### config.mk
export PLATFORM = sky130hd
export DESIGN_NAME = mole_game_engine
export DESIGN_NICKNAME = d
export VERILOG_FILES = /design/src/rtl/mole_game_engine.sv
export SDC_FILE = /design/constraint.sdc
export NUM_CORES = 1
export LEC_CHECK = 0
export CORE_AREA = 2 2 91 93
export DETAILED_ROUTE_END_ITERATION = 8
export DIE_AREA = 0 0 93 95
export PLACE_DENSITY_LB_ADDON = 0.08
export SLEW_MARGIN = 10
export SYNTH_ARGS = -nofsm -noshare
export SYNTH_HDL_FRONTEND = slang
export SYNTH_SLANG_ARGS = --single-unit
### constraint.sdc
create_clock -name clk -period 6.35 [get_ports clk]
set_input_delay 1.27 -clock clk [delete_from_list [all_inputs] [get_ports clk]]
set_output_delay 1.27 -clock clk [all_outputs]
set_load 0.1 [all_outputs]
### src/rtl/mole_game_engine.sv
// Whack-a-mole game engine: fetches position patterns, shows one mole at a time,
// resolves each mole as hit/miss from a key strobe or a tick-based timeout.
module mole_game_engine #(
    parameter int N_SLOTS  = 8,
    parameter int POS_W    = 4,
    parameter int TICK_DIV = 3,
    parameter int TIMEOUT  = 4,
    parameter int ROUNDS   = 30
) (
    input  logic                       clk,
    input  logic                       reset,
    input  logic                       start,
    input  logic                       speedup,
    input  logic [N_SLOTS*POS_W-1:0]   pat_data,
    input  logic                       pat_valid,
    output logic                       pat_ready,
    output logic                       pat_req,
    input  logic [POS_W-1:0]           key_code,
    input  logic                       key_valid,
    output logic [POS_W-1:0]           mole_pos,
    output logic                       mole_on,
    output logic                       hit,
    output logic                       miss,
    output logic [7:0]                 score,
    output logic [7:0]                 round_cnt,
    output logic                       game_over
);

    localparam int IDX_W = $clog2(N_SLOTS);
    localparam int PRE_W = $clog2(TICK_DIV);
    localparam logic [IDX_W-1:0] LAST_SLOT   = IDX_W'(N_SLOTS - 1);
    localparam logic [PRE_W-1:0] PRE_LAST    = PRE_W'(TICK_DIV - 1);
    localparam logic [7:0]       WINDOW_INIT = 8'(TIMEOUT);
    localparam logic [8:0]       ROUNDS_9    = 9'(ROUNDS);

    typedef enum logic [1:0] {IDLE, WAIT_PAT, SHOW, DONE} state_t;

    state_t                     state, state_next;
    logic                       start_game;
    logic [N_SLOTS*POS_W-1:0]   pattern;
    logic [POS_W-1:0]           slots [N_SLOTS];
    logic [IDX_W-1:0]           slot_idx;
    logic [PRE_W-1:0]           presc;
    logic [7:0]                 tick_cnt;
    logic [7:0]                 window;
    logic                       speed_mode;
    logic [POS_W-1:0]           cur_pos;
    logic                       tick, timeout, resolve, key_hit, last_round, last_slot;

    for (genvar k = 0; k < N_SLOTS; k++) begin : g_slots
        assign slots[k] = pattern[k*POS_W +: POS_W];
    end

    assign cur_pos   = slots[slot_idx];
    assign mole_on   = (state == SHOW);
    assign mole_pos  = mole_on ? cur_pos : '0;
    // Pattern handshake: a transfer happens on a clock edge where pat_valid and
    // pat_ready are both high; pat_ready is high exactly while waiting for a pattern.
    assign pat_ready = (state == WAIT_PAT);
    assign game_over = (state == DONE);

    assign tick       = (state == SHOW) && (presc == PRE_LAST);
    assign timeout    = tick && (tick_cnt == window - 8'd1);
    assign resolve    = (state == SHOW) && (key_valid || timeout);
    assign key_hit    = key_valid && (key_code == cur_pos);
    assign last_round = ({1'b0, round_cnt} + 9'd1) == ROUNDS_9;
    assign last_slot  = (slot_idx == LAST_SLOT);

    always_ff @(posedge clk or posedge reset) begin
        if (reset) state <= IDLE;
        else       state <= state_next;
    end

    always_comb begin
        state_next = state;
        start_game = 1'b0;
        case (state)
            IDLE, DONE: begin
                if (start) begin
                    state_next = WAIT_PAT;
                    start_game = 1'b1;
                end
            end
            WAIT_PAT: if (pat_valid) state_next = SHOW;
            SHOW: begin
                if (resolve) begin
                    if (last_round)     state_next = DONE;
                    else if (last_slot) state_next = WAIT_PAT;
                end
            end
            default: state_next = IDLE;
        endcase
    end

    always_ff @(posedge clk or posedge reset) begin
        if (reset) begin
            pattern    <= '0;
            slot_idx   <= '0;
            presc      <= '0;
            tick_cnt   <= '0;
            window     <= WINDOW_INIT;
            speed_mode <= 1'b0;
            score      <= '0;
            round_cnt  <= '0;
            hit        <= 1'b0;
            miss       <= 1'b0;
            pat_req    <= 1'b0;
        end else begin
            hit     <= 1'b0;
            miss    <= 1'b0;
            pat_req <= 1'b0;
            if (start_game) begin
                score      <= '0;
                round_cnt  <= '0;
                slot_idx   <= '0;
                window     <= WINDOW_INIT;
                speed_mode <= speedup;
                pat_req    <= 1'b1;
            end
            if (state == WAIT_PAT && pat_valid) begin
                pattern  <= pat_data;
                slot_idx <= '0;
                presc    <= '0;
                tick_cnt <= '0;
            end
            if (state == SHOW) begin
                if (resolve) begin
                    // A key strobe takes precedence over a coincident timeout.
                    hit       <= key_hit;
                    miss      <= ~key_hit;
                    if (key_hit && score != 8'hFF) score <= score + 8'd1;
                    round_cnt <= round_cnt + 8'd1;
                    presc     <= '0;
                    tick_cnt  <= '0;
                    if (!last_round) begin
                        if (last_slot) begin
                            pat_req <= 1'b1;
                            if (speed_mode && window > 8'd1) window <= window - 8'd1;
                        end else begin
                            slot_idx <= slot_idx + 1'b1;
                        end
                    end
                end else if (tick) begin
                    presc    <= '0;
                    tick_cnt <= tick_cnt + 8'd1;
                end else begin
                    presc <= presc + 1'b1;
                end
            end
        end
    end

endmodule
==> Word level (Yosys, flattened, before mapping) <==
Cells that the tools add are included.
{ "classes": {"n_addsub": 7, "multipliers": 0, "n_div": 0, "n_lt_le_gt_ge": 2, "n_eq_ne": 13, "shift": 0, "muxes": 48, "n_bitwise": 2, "reduce_logical": 12} }
{ "op_table": {"columns": ["cell", "count"], "rows": [
  ["two-way mux 8 bit", 17],
  ["adder 8 x 1 -> 8 bit (second input constant)", 3],
  ["two-way mux 2 bit", 9],
  ["two-way mux 3 bit", 6],
  ["binary-select mux 4 bit (select 3 bit)", 1],
  ["two-way mux 4 bit", 3],
  ["two-way mux 1 bit", 11],
  ["adder 8 x 1 -> 9 bit (second input constant)", 1],
  ["== test 9 x 5 -> 1 bit (second input constant)", 1],
  ["== test 8 bit", 1],
  ["> comparator 8 x 1 -> 1 bit (second input constant)", 1],
  ["!= test 8 bit (second input constant)", 1],
  ["subtractor 8 x 1 -> 8 bit (second input constant)", 1],
  ["logical AND 1 bit", 7],
  ["== test 2 bit (second input constant)", 3],
  ["one-hot mux 2 bit (3 select lines)", 1],
  ["== test 4 bit", 1],
  [">= comparator 4 bit (second input constant)", 1],
  ["!= test 2 bit (second input constant)", 2],
  ["inverter 3 -> 4 bit", 1],
  ["AND reduction 4 bit", 1],
  ["adder 3 x 1 -> 3 bit (second input constant)", 1],
  ["== test 3 bit (second input constant)", 1],
  ["!= test 3 x 1 -> 1 bit (second input constant)", 1],
  ["8 further kinds", 8]
]} }
{ "word_totals": {"register_bits": 75, "latch_bits": 0, "ram_bits": 0, "mem_bits_ro": 0, "inputBits": 42, "mem_count": 0} }

==> Depth between registers and ports, before layout <==
{ "depth": {"ltp_word": 10, "mapped_depth": 10} }

==> Least setup slack after synthesis <==
No wires, ideal clock.
{ "synth_path": {"kind": "reg-to-output", "from": "register state[0]", "to": "output port mole_pos[0]", "arrival_ns": 3.719, "required_time_ns": 5.080, "path_slack_ns": 1.361, "stages_incl_launch_ff": 5, "path_buffers": 0, "path_cell_list": "dfrtp_1 -> inv_1 -> ha_1 -> inv_1 -> nor3_1"} }
{ "synth_via": {"elab_chain_cells": 2} }
{ "synth_rtl": {"columns": ["element", "line_no", "source"], "rows": [
  ["start: declaration", "38", "state_t state, state_next;"],
  ["start signal: assignment", "71", "else state <= state_next;"],
  ["== test 2 bit", "55", "assign mole_on = (state == SHOW);"],
  ["net mole_on", "21", "output logic mole_on,"],
  ["two-way mux 4 bit", "56", "assign mole_pos = mole_on ? cur_pos : '0;"],
  ["end: declaration", "20", "output logic [POS_W-1:0] mole_pos,"]
]} }
The timed path passes the listed nets, and every way through them passes these cells.

==> Worst setup path after layout <==
{ "layout_path": {"from": "register slot_idx[0]", "to": "output port mole_pos[0]"} }
{ "layout_via": {"elab_chain_cells": 5} }
{ "layout_rtl": {"columns": ["element", "line_no", "source"], "rows": [
  ["start: declaration", "42", "logic [IDX_W-1:0] slot_idx;"],
  ["start signal: assignment", "140", "slot_idx <= slot_idx + 1'b1;"],
  ["inverter 3 -> 4 bit (not written as such)", "54", "assign cur_pos = slots[slot_idx];"],
  ["binary-select mux 4 bit (select 3 bit)", "54", null],
  ["two-way mux 4 bit (not written as such) (2 in series)", "54", null],
  ["two-way mux 4 bit", "56", null]
]} }
Every way passes these cells. The select of a mux whose other input is x is not followed.

==> results.cfg <==
[synthesis]
synth-simple-area-share = 0.1882
synth_edf_count = 0
syn_area_mm2 = 0.004175
synthMuxAreaShare = 0.1372
synthCells = 409
ys_seq_area_frac = 0.4498
synth_top_family_by_area = simple AND/OR/NAND/NOR gates
avgSynthCellArea_um2 = 10.21
synth_compound_area_frac = 0.1334
async_flop_share = 1.000
ys.flop_type = dfrtp_1
ys_warn_count = 0
postSynthNetCount = 463
ys_types = 58
synth_xor_area_frac = 0.02727
synth-adder-area-share = 0.03596
synth.ff_latch_count = 75

[floorplanning]
fp-row-count = 33
die-height_um = 95
die_x_um = 93
ios = 68
dieArea_mm2 = 0.008835
start_util = 0.5267
core_mm2 = 0.007928

[sta]
relSlewSlack = 0.3317
max_freq_mhz = 226.0
finalCritPeriodShare = 0.6967
fin_crit_ns = 4.424
fin_skew_ns = 0.006962
rsz0062_at_grt = false
tightest_slew_ns = 0.9994
drv_slew = 0
setup_slack_ns = 1.926
hold_viol = 0
setup-tns-final_ns = 0
setup_viol_count_final = 0

[route]
antenna_left = 0
drcViolationCount = 0
wl_um = 9118
dr.first_iter.drc_count = 133
vias = 3314
dr.pass1.iters = 4
vias_per_cell = 5.684
wl_per_cell_um = 15.64

[worst_setup_path]
cp.required_ns = 5.08
end_kind = output pin
critical_path_arrival_ns = 3.15
path_class = reg2out
cp-start-kind = register
critical_path.max_fanout = 19

[global_routing]
grt.overflow.total = 0
grt_usage = 0.2170
grt_pass1_vias = 3117
antenna_found_initial = 0
grt_pass1_wl_um = 15050
grt_max_degree = 76

[layout]
syn_to_final_growth_pct = 23.85
fin_cells = 583
diodes = 0
most-common-layout-cells = dfrtp_1 (74), clkdlybuf4s50_1 (67), nand2_1 (35), mux2_2 (33), nand3_1 (24)
nets = 527
drive_gt1_frac = 0.1464
final_common_cell = dfrtp_1

[power_and_ir_drop]
clkPwrFrac = 0.235
leakagePower_uw = 0.002229
p_int_uw = 1163
p_seq_frac = 0.386
combPwrFrac = 0.379
ir_worst_vdd_mv = 0.2650
p_per_area_mw_per_mm2 = 360.5
p_sw_uw = 701.6
switching_share = 0.3763

[placed_design]
dp_hpwl_um = 6420
place_ws_ns = 2.311
port_buffers = 67
globalplace.congestion = 0.7733
placedCellCount = 567

[clocking]
cts_resized = 0
cts-hold-fix-buffers = 0
root_buffer = clkbuf_8
clock-sinks = 75
cts_htree_levels = 3
cts_buffer_depth = 2
cts_setup_buffers = 0
numCtsBuffers = 9
cts.clk_slew.worst_paths_ns = 0.07
clkLatencyLatePin_ns = 0.35
cts_tree = built

[run_status]
status = finished clean

[job]
drv_cap = 0

[hold_path]
hold_path_class = reg2reg
kinds of logic (layout without fill, tap and decap cells):
family,after synthesis,in the layout
compound gates,79,79
xor+xnor,13,13
fa+ha+maj,12,12
buf+inv,30,99
flops,75,75
mux,53,53
simple gates,147,147
flip-flops by register name, indices dropped and copies added, names as in the netlist:
signal	cells
round_cnt	8
window	8
miss	1
pattern	32
pat_req	1
slot_idx	3
tick_cnt	8
score	8
speed_mode	1
state	2
presc	2
hit	1
layout make-up:
| class | count | area [µm²] |
|---|---|---|
| inverters | 13 | 48.80 |
| fillers | 656 | 2756 |
| clock buffers | 9 | 123.9 |
| well taps | 105 | 131.4 |
| repair buffers | 70 | 693.2 |
| clock inverters | 7 | 116.4 |
| multi-input cells | 304 | 2180 |
| flip-flops and latches | 75 | 1878 |
per-layer routing:
metal	global-route usage	vias up	share of wire
li1	-	1603	-
met1	0.2962	1646	0.47
met2	0.3490	53	0.48
met3	0.03352	12	0.032
met4	0.08578	0	0.017
met5	0	-	0
worst max-delay path, stage by stage, from the launching register on:
cell,delay (ns)
dfrtp_1,0.94
mux2i_1,0.20
a22o_1,0.31
nor3_1,0.19
clkdlybuf4s50_1,1.17
synthesized netlist by cell type, drive strengths merged, types with 2 or more instances:
master,number,area share
a211o,3,0.0063
a21boi,2,0.0036
a21o,4,0.0072
a21oi,16,0.019
a22o,4,0.0084
a22oi,4,0.0072
a31o,5,0.010
a31oi,3,0.0045
and2,4,0.0060
and3,9,0.013
and3b,2,0.0042
buf,4,0.0048
clkbuf,13,0.012
dfrtp,74,0.44
ha,12,0.036
inv,13,0.012
mux2,34,0.092
mux2i,19,0.046
nand2,36,0.033
nand2b,11,0.016
nand3,24,0.029
nand3b,2,0.0036
nor2,19,0.017
nor2b,4,0.0060
nor3,14,0.018
nor3b,5,0.010
o2111ai,2,0.0057
o211ai,5,0.0090
o21a,2,0.0036
o21ai,20,0.024
or2,2,0.0030
or3,6,0.0090
or4,3,0.0063
xnor2,7,0.015
xor2,6,0.013
path summary, 6_finish.rpt:
kind / from / end / slack, ns / cells after the start
worst min register to register: pattern[26] / pattern[26] / 0.51 / 1
worst max register to register: window[0] / window[6] / 2.70 / 9
max in group asynchronous: reset / speed_mode / 4.17 / 3
worst min-delay path: pattern[26] / pattern[26] / 0.51 / 1
min in group asynchronous: reset / round_cnt[3] / 1.56 / 3
worst max-delay path: slot_idx[0] / mole_pos[0] / 1.93 / 4
power groups by stage:
stage               sequential, µW  clock [µW]  combinational (µW)
floorplan                      744           0                 514
global placement               729           0                 688
detailed placement             727           0                 710
CTS                            720         448                 712
global route                   739         463                 763
finish                         719         438                 706
metrics by stage:
stage                       util  hold slack [ns]  total power (µW)  area, µm²
after floorplan                -           0.4787              1258       4175
after global placement    0.6220           0.4925              1417       4931
after detailed placement  0.6220           0.4933              1437       4931
after CTS                 0.6523           0.5111              1880       5171
after global routing      0.6523           0.5218              1965       5171
final                     0.6523           0.5070              1864       5171
(Power assumes the default switching activity.)
